`src/rtl/loader_pkg.sv`:
```
// rtl/loader_pkg.sv - shared types and constants for the code loader
// Contents: loader_state_t (FSM states), HEADER_DEFAULT (frame start byte),
//           word_t (16-bit instruction word).
package loader_pkg;

    typedef enum logic [2:0] {
        ST_IDLE  = 3'd0,
        ST_LEN   = 3'd1,
        ST_HI    = 3'd2,
        ST_LO    = 3'd3,
        ST_WRITE = 3'd4,
        ST_CSUM  = 3'd5,
        ST_DONE  = 3'd6,
        ST_ERR   = 3'd7
    } loader_state_t;

    localparam logic [7:0] HEADER_DEFAULT = 8'hA5;

    typedef logic [15:0] word_t;

endpackage

```
`src/rtl/code_loader.sv`:
```
// rtl/code_loader.sv - framed byte stream to code RAM writer, holds processor in reset while loading
// Frame: HEADER, N, N x {hi, lo}, XOR checksum of the 2N payload bytes.
// Ports:
//   proc_clock   in   clock
//   START        in   synchronous active-low reset
//   RX_DATA/RX_VALID/RX_READY  byte input handshake
//   CODE_ADDR/CODE_WDATA/CODE_WREN  code RAM write port
//   PROC_START_N out  low holds the processor in reset
//   DONE/ERROR   out  result of the last frame
//   WORD_COUNT   out  words written in the current or last frame
// Optional: define LOADER_TIMEOUT_EN to abort a frame after TIMEOUT_CYCLES idle cycles.
module code_loader
    import loader_pkg::*;
#(
    parameter logic [7:0] HEADER         = HEADER_DEFAULT,
    parameter logic [7:0] BASE_ADDR      = 8'h00,
    parameter int         TIMEOUT_CYCLES = 1024
) (
    input  logic        proc_clock,
    input  logic        START,
    input  logic [7:0]  RX_DATA,
    input  logic        RX_VALID,
    output logic        RX_READY,
    output logic [7:0]  CODE_ADDR,
    output word_t       CODE_WDATA,
    output logic        CODE_WREN,
    output logic        PROC_START_N,
    output logic        DONE,
    output logic        ERROR,
    output logic [7:0]  WORD_COUNT
);

    loader_state_t r_state, w_next;

    logic [7:0] r_len;
    logic [7:0] r_hi;
    logic [7:0] r_lo;
    logic [7:0] r_csum;
    logic [7:0] r_word_count;
    logic       r_done;
    logic       r_error;
    logic       r_proc_start_n;

    logic       w_rx_ready;
    logic       w_accept;
    logic       w_timeout;

    assign w_accept = RX_VALID & w_rx_ready;

`ifdef LOADER_TIMEOUT_EN
    localparam int TW = $clog2(TIMEOUT_CYCLES + 1);
    logic [TW-1:0] r_timer;
    logic          w_waiting;

    // Only the states that wait on the host for the rest of a frame are timed.
    assign w_waiting = (r_state == ST_LEN) || (r_state == ST_HI) ||
                       (r_state == ST_LO)  || (r_state == ST_CSUM);
    assign w_timeout = w_waiting && (r_timer == TW'(TIMEOUT_CYCLES));

    always_ff @(posedge proc_clock) begin
        if (!START || !w_waiting || w_accept) begin
            r_timer <= '0;
        end else if (!w_timeout) begin
            r_timer <= r_timer + 1'b1;
        end
    end
`else
    assign w_timeout = 1'b0;
`endif

    // State register
    always_ff @(posedge proc_clock) begin
        if (!START) begin
            r_state <= ST_IDLE;
        end else begin
            r_state <= w_next;
        end
    end

    // Next-state logic
    always_comb begin
        w_next = r_state;
        if (w_timeout) begin
            w_next = ST_ERR;
        end else begin
            case (r_state)
                ST_IDLE, ST_DONE, ST_ERR: begin
                    if (w_accept && RX_DATA == HEADER) w_next = ST_LEN;
                end
                ST_LEN: begin
                    if (w_accept) w_next = (RX_DATA == 8'h00) ? ST_ERR : ST_HI;
                end
                ST_HI: begin
                    if (w_accept) w_next = ST_LO;
                end
                ST_LO: begin
                    if (w_accept) w_next = ST_WRITE;
                end
                ST_WRITE: begin
                    w_next = (r_word_count + 8'd1 == r_len) ? ST_CSUM : ST_HI;
                end
                ST_CSUM: begin
                    if (w_accept) w_next = (RX_DATA == r_csum) ? ST_DONE : ST_ERR;
                end
                default: w_next = ST_IDLE;
            endcase
        end
    end

    // Output decode
    always_comb begin
        w_rx_ready = 1'b1;
        CODE_WREN  = 1'b0;
        if (r_state == ST_WRITE) begin
            w_rx_ready = 1'b0;
            CODE_WREN  = 1'b1;
        end
    end

    // Datapath; result flags are registered from the next state so they
    // change on the same edge the FSM enters DONE/ERR or leaves for LEN.
    always_ff @(posedge proc_clock) begin
        if (!START) begin
            r_len          <= '0;
            r_hi           <= '0;
            r_lo           <= '0;
            r_csum         <= '0;
            r_word_count   <= '0;
            r_done         <= 1'b0;
            r_error        <= 1'b0;
            r_proc_start_n <= 1'b0;
        end else begin
            r_done         <= (w_next == ST_DONE);
            r_error        <= (w_next == ST_ERR);
            r_proc_start_n <= (w_next == ST_DONE);
            case (r_state)
                ST_IDLE, ST_DONE, ST_ERR: begin
                    if (w_accept && RX_DATA == HEADER) begin
                        r_csum       <= '0;
                        r_word_count <= '0;
                    end
                end
                ST_LEN: if (w_accept) r_len <= RX_DATA;
                ST_HI: begin
                    if (w_accept) begin
                        r_hi   <= RX_DATA;
                        r_csum <= r_csum ^ RX_DATA;
                    end
                end
                ST_LO: begin
                    if (w_accept) begin
                        r_lo   <= RX_DATA;
                        r_csum <= r_csum ^ RX_DATA;
                    end
                end
                ST_WRITE: r_word_count <= r_word_count + 8'd1;
                default: ;
            endcase
        end
    end

    assign RX_READY     = w_rx_ready;
    assign CODE_ADDR    = BASE_ADDR + r_word_count;
    assign CODE_WDATA   = {r_hi, r_lo};
    assign PROC_START_N = r_proc_start_n;
    assign DONE         = r_done;
    assign ERROR        = r_error;
    assign WORD_COUNT   = r_word_count;

endmodule
```
`config.mk`:
```
export PLATFORM = sky130hd
export DESIGN_NAME = code_loader
export DESIGN_NICKNAME = d
export VERILOG_FILES = /design/src/rtl/loader_pkg.sv /design/src/rtl/code_loader.sv
export SDC_FILE = /design/constraint.sdc
export NUM_CORES = 1
export LEC_CHECK = 0
export ABC_AREA = 1
export CORE_UTILIZATION = 56
export CTS_CLUSTER_SIZE = 16
export DETAILED_ROUTE_END_ITERATION = 8
export PLACE_DENSITY = 0.85
export SYNTH_ARGS = -nofsm -noshare
export SYNTH_HDL_FRONTEND = slang
export SYNTH_SLANG_ARGS = --single-unit
```
`constraint.sdc`:
```
create_clock -name proc_clock -period 2.88 [get_ports proc_clock]
set_clock_uncertainty 0.1 [all_clocks]
set_input_delay 0.576 -clock proc_clock [delete_from_list [all_inputs] [get_ports proc_clock]]
set_output_delay 0.576 -clock proc_clock [all_outputs]
set_load 0.01 [all_outputs]
```
==> flow_metrics.py, run 1 <==
metrics = {
    "critical_path": {
        "path_class": "reg2out",
        "worst-path-max-fanout": 8,
        "worstPathArrival_ps": 1770,
        "cp-end-kind": "output pin",
        "crit_path_top_delay_cell": "clkdlybuf4s50_1",
        "critical_path.top_delay_family": "buffers and inverters",
        "worst_path_largest_cell_delay_ps": 490,
        "worst_ep_required_time_ps": 2200,
        "cp-start-kind": "register",
        "crit_chain": "nand2_2 > nor2_4 > inv_1 > clkdlybuf4s50_1",
        "critPathBufInv": 2,
    },
    "final_layout": {
        "multi_input_area_um2": 1330,
        "fill_cells": 335,
        "areaGrowthSynthToFinish_pct": 22.4,
        "final_cell_mix": "nor2_1, nand2_1, clkdlybuf4s50_1, dfxtp_1, o21ai_0",
        "final_common_cell": "nor2_1",
        "layout.cells.non_filler": 436,
        "final_nets": 397,
        "diodes": 0,
        "drive_gt1_share_pct": 14.0,
        "regArea_um2": 901,
    },
    "yosys": {
        "synth-edff-count": 0,
        "async_reset_ff_share_pct": 0,
        "ys_seq_elements": 45,
        "synth_cell_types": 28,
        "synth_area_um2": 2480,
        "yosysSeqAreaShare_pct": 36.3,
        "avgSynthCellArea_um2": 7.18,
        "synth_ff_type": "dfxtp_1",
        "syn_nets": 358,
        "yosysWarnings": 0,
        "syn_inst": 346,
    },
    "clock_tree": {
        "h-tree-depth": 2,
        "clock_sinks": 45,
        "cts-root-buf": "clkbuf_8",
        "ctsResizeCount": 0,
        "cts_hold_buf": 0,
        "cts_buffers": 5,
        "clk_latency_ps": 300,
        "tritoncts": "done",
        "path_clk_slew_ps": 80,
        "clock_path_buffers": 2,
        "cts_setup_buffers": 0,
    },
    "power_and_ir_drop": {
        "leakage_nw": 1.30,
        "peakVddDrop_mv": 0.400,
        "cellPowerDensity_nw_per_um2": 589,
        "p_total_w": 0.00179,
    },
    "timing": {
        "finalSetupTns_ps": 0,
        "holdWs_ps": 390,
        "fmax_mhz": 409,
        "setup_violations": 0,
        "max-slew-margin-rel_pct": 69.2,
        "tightest_slew_ps": 462,
        "period_share_pct": 84.9,
        "hold_viol": 0,
        "slew_viol_final": 0,
        "finalCriticalPeriod_ps": 2450,
        "rsz0062_at_grt": "false",
    },
    "placement": {
        "io_buffer_count": 47,
        "dp_cells": 428,
        "dp_hpwl_um": 4320,
        "routabilityCongestion": 0.896,
    },
    "floorplanning": {
        "num_rows": 23,
        "fp.dieW_um": 68.6,
        "start_util_pct": 60.4,
        "pin_count": 48,
        "fp.dieH_um": 68.6,
        "core_um2": 4120,
        "dieArea_um2": 4710,
    },
    "drt": {
        "drc": 0,
        "wl_per_cell_um": 13.6,
        "firstDrtPassIters": 4,
        "vias": 2346,
        "drtIter0Drc": 208,
        "routed_wl_um": 5920,
        "drtAntennaViolNets": 0,
        "vias_per_cell": 5.38,
    },
    "grt": {
        "globalRouteOverflowTotal": 0,
        "grt_max_degree": 38,
        "grt_usage_pct": 27.4,
        "grt_pass1_vias": 2048,
        "antenna_found_initial": 0,
        "grt_pass1_wl_um": 9470,
    },
    "run_status": {
        "status": "complete, no violations",
    },
    "job": {
        "cap_violations": 0,
    },
    "worst_hold_path": {
        "hold_path.class": "reg2reg",
    },
}
[cells by family after synthesis]
logic type	count (synthesis)	share of synthesized area (%)
AND/OR/NAND/NOR	175	35.0
XOR/XNOR	10	3.52
AO/OA/AOI/OAI	61	14.5
adder cells (fa/ha/maj)	1	0.503
buffers and inverters	54	10.2
flip-flops	45	36.3
[synth_stat cells, types with 4 or more instances]
cell type  instances  area, um^2
inv_1             27         101
nor2_1            59         221
a21oi_1           14        70.1
o211a_1            8        80.1
dfxtp_1           45         901
buf_2              5        25.0
nand3_2            9        90.1
nand3_1           19        95.1
nand2_2           11        68.8
o21ai_0           38         190
nor2_4             7        78.8
inv_2              8        30.0
nor3_1             4        20.0
nand2_1           54         203
buf_4             10        75.1
xnor2_1            9        78.8
[per-layer routing]
layer	track usage, %	vias to the layer above	share of wire, %
met5	0	-	0
met4	10.2	0	1.7
met3	5.76	10	4.9
met2	44.2	69	48
met1	35.8	1084	46
li1	-	1183	-
[report_power, final]
group          total [W]  internal [W]  switching (W)
clock           0.000485      0.000260       0.000225
sequential      0.000769      0.000703      0.0000662
combinational   0.000538      0.000218       0.000320
total            0.00179       0.00118       0.000611
[path summary, 6_finish.rpt]
check / start / endpoint / slack, ps / cells past startpoint
max: r_state[2] / RX_READY / 430 / 4
min: r_len[5] / r_len[5] / 390 / 2
max reg2reg: WORD_COUNT[0] / PROC_START_N / 750 / 14
min reg2reg: r_len[5] / r_len[5] / 390 / 2
[through the flow]
step / setup slack (ps) / utilization, % / instance area, um^2
floorplan: 1130 / - / 2480
global placement: 496 / 71.1 / 2930
detailed placement: 510 / 71.1 / 2930
CTS: 445 / 73.9 / 3040
global route: 354 / 73.9 / 3040
finish: 434 / 73.9 / 3040
[sequential cells by signal, summed over array words and instances (netlist names)]
| signal | cells |
|---|---|
| r_hi | 8 |
| r_state | 3 |
| r_lo | 8 |
| r_len | 8 |
| ERROR | 1 |
| r_csum | 8 |
| PROC_START_N | 1 |
| WORD_COUNT | 8 |
[final cells by class]
class | count | share of cell area [%]
Clock buffer | 5 | 2.26
Clock inverter | 3 | 1.52
Sequential cell | 45 | 29.6
Tap cell | 50 | 2.06
Timing Repair Buffer | 51 | 16.5
Inverter | 35 | 4.32
Multi-Input combinational cell | 247 | 43.7
[worst reg2reg max path: cells and delay by family, from the launching register on]
family / cells / cell delay (ps)
and+or+nand+nor: 12 / 980
DFF: 1 / 610
adders and majority gates: 1 / 300
buffers and inverters: 1 / 60
Note: power is estimated with default switching activity, not from simulation.
==> run 2, diff against run 1 <==
--- a/config.mk
+++ b/config.mk
@@ -6,10 +6,10 @@
 export NUM_CORES = 1
 export LEC_CHECK = 0
 export ABC_AREA = 1
-export CORE_UTILIZATION = 56
+export CORE_UTILIZATION = 47
 export CTS_CLUSTER_SIZE = 16
 export DETAILED_ROUTE_END_ITERATION = 8
-export PLACE_DENSITY = 0.85
+export PLACE_DENSITY = 0.76
 export SYNTH_ARGS = -nofsm -noshare
 export SYNTH_HDL_FRONTEND = slang
 export SYNTH_SLANG_ARGS = --single-unit
==> constraint.sdc (replaced) <==
create_clock -name proc_clock -period 2.05 [get_ports proc_clock]
set_clock_uncertainty 0.1 [all_clocks]
set_input_delay 0.41 -clock proc_clock [delete_from_list [all_inputs] [get_ports proc_clock]]
set_output_delay 0.41 -clock proc_clock [all_outputs]
set_load 0.01 [all_outputs]
==> flow_metrics.py, run 2 (same netlist as run 1, synthesis figures left out) <==
metrics = {
    "final_layout": {
        "utilization_pct": 62.9,
        "final_common_cell": "nor2_1",
        "diodes": 0,
        "fill_cells": 464,
        "drive_gt1_share_pct": 18.3,
        "final_cell_area_um2": 3210,
        "layout.cells.non_filler": 474,
        "areaGrowthSynthToFinish_pct": 29.3,
        "final_nets": 415,
        "regArea_um2": 903,
        "multi_input_area_um2": 1330,
        "final_cell_mix": "nor2_1, nand2_1, clkdlybuf4s50_1, dfxtp_1, o21ai_0",
    },
    "critical_path": {
        "critical_path.top_delay_family": "buffers and inverters",
        "r2r-end": "PROC_START_N",
        "worstPathArrival_ps": 1400,
        "reg2reg_slack_ps": 240,
        "path_class": "reg2out",
        "worst-path-max-fanout": 9,
        "worst_path_largest_cell_delay_ps": 560,
        "crit_path_top_delay_cell": "clkdlybuf4s50_1",
        "crit_chain": "buf_4 > clkdlybuf4s50_1",
        "cp-start-kind": "register",
        "critPathLaunch": "WORD_COUNT[0]",
        "timing.rr.start": "WORD_COUNT[0]",
        "reg2reg_depth": 12,
        "cp-end-kind": "output pin",
        "worst_ep_required_time_ps": 1540,
        "critPathBufInv": 2,
    },
    "clock_tree": {
        "cts_buffers": 5,
        "cts-root-buf": "clkbuf_8",
        "clock_path_buffers": 2,
        "tritoncts": "done",
        "path_clk_slew_ps": 90,
        "clk_latency_ps": 300,
        "clock_sinks": 45,
        "cts_setup_buffers": 0,
        "cts_hold_buf": 0,
        "h-tree-depth": 2,
        "ctsResizeCount": 4,
    },
    "floorplanning": {
        "fp.dieW_um": 74.7,
        "dieArea_um2": 5580,
        "fp.dieH_um": 74.7,
        "start_util_pct": 48.7,
        "pin_count": 48,
        "num_rows": 26,
        "core_um2": 5110,
    },
    "placement": {
        "place_area_um2": 3100,
        "io_buffer_count": 47,
        "dp_cells": 466,
        "routabilityCongestion": 0.894,
        "dp_hpwl_um": 4430,
    },
    "timing": {
        "fmax_mhz": 522,
        "slew_viol_final": 0,
        "hold_viol": 0,
        "max-slew-margin-rel_pct": 80.3,
        "setup_violations": 0,
        "period_share_pct": 93.4,
        "tightest_slew_ps": 294,
        "finalSetupTns_ps": 0,
        "rsz0062_at_grt": "false",
        "finalCriticalPeriod_ps": 1910,
    },
    "worst_hold_path": {
        "hold_start": "r_len[6]",
        "hold_depth": 2,
        "hold_path.class": "reg2reg",
        "hold_end": "r_len[6]",
    },
    "drt": {
        "wl_per_cell_um": 12.7,
        "vias": 2431,
        "drtAntennaViolNets": 0,
        "routed_wl_um": 6020,
        "drc": 0,
        "vias_per_cell": 5.13,
        "drtIter0Drc": 105,
        "firstDrtPassIters": 5,
    },
    "job": {
        "cap_violations": 0,
    },
    "power_and_ir_drop": {
        "leakage_nw": 1.40,
        "cellPowerDensity_nw_per_um2": 799,
        "p_total_w": 0.00257,
        "peakVddDrop_mv": 0.526,
    },
    "grt": {
        "antenna_found_initial": 0,
        "grt_usage_pct": 23.5,
        "grt_max_degree": 38,
        "globalRouteOverflowTotal": 0,
        "grt_pass1_wl_um": 10000,
        "grt_pass1_vias": 2184,
    },
    "run_status": {
        "status": "complete, no violations",
    },
}
## run 2: changes by cell type in the layout (fill, tap and decap cells not counted)
cell | previous run | this run
clkdlybuf4s50_1 | 47 | 45
dfxtp_1 | 45 | 43
buf_12 | 0 | 1
dfxtp_2 | 0 | 2
buf_4 | 4 | 21
dlygate4sd2_1 | 0 | 2
## run 2: layer usage
layer	track usage (%)	wire length, um
met5	0	0
met4	9.85	178
met3	4.55	353
met2	38.4	2800
met1	30.3	2680
## run 2: worst max-delay path by stage
stage	cells after the start	slack, ps	to
CTS	2	130	CODE_ADDR[0]
finish	2	140	CODE_ADDR[0]
floorplan	11	300	PROC_START_N
detailed placement	11	-40	ERROR
global route	11	1	r_state[0]
global placement	11	-7	ERROR
## run 2: final cells by class
| type | instances | share of cell area (%) |
|---|---|---|
| Clock buffer | 5 | 2.14 |
| Clock inverter | 3 | 1.44 |
| Inverter | 35 | 4.09 |
| Multi-Input combinational cell | 247 | 41.4 |
| Sequential cell | 45 | 28.1 |
| Tap cell | 70 | 2.73 |
| Timing Repair Buffer | 69 | 20.1 |
## run 2: power by group
group	leakage (nW)	internal (W)	switching, W	total [W]
registers	0.365	0.000990	0.0000880	0.00108
clock network	0.0543	0.000365	0.000335	0.000700
logic	0.978	0.000340	0.000449	0.000789
total	1.40	0.00170	0.000872	0.00257
## run 2: stage by stage
step	setup slack, ps	hold slack (ps)
final	136	407
after global routing	1.15	434
after CTS	128	405
after detailed placement	-43.1	389
after global placement	-7.03	388
after floorplan	302	362
## run 2: worst min-delay path, cell delays in order (launching register included)
cell	delay (ps)
dfxtp_1	320
inv_1	90
a21oi_1	60
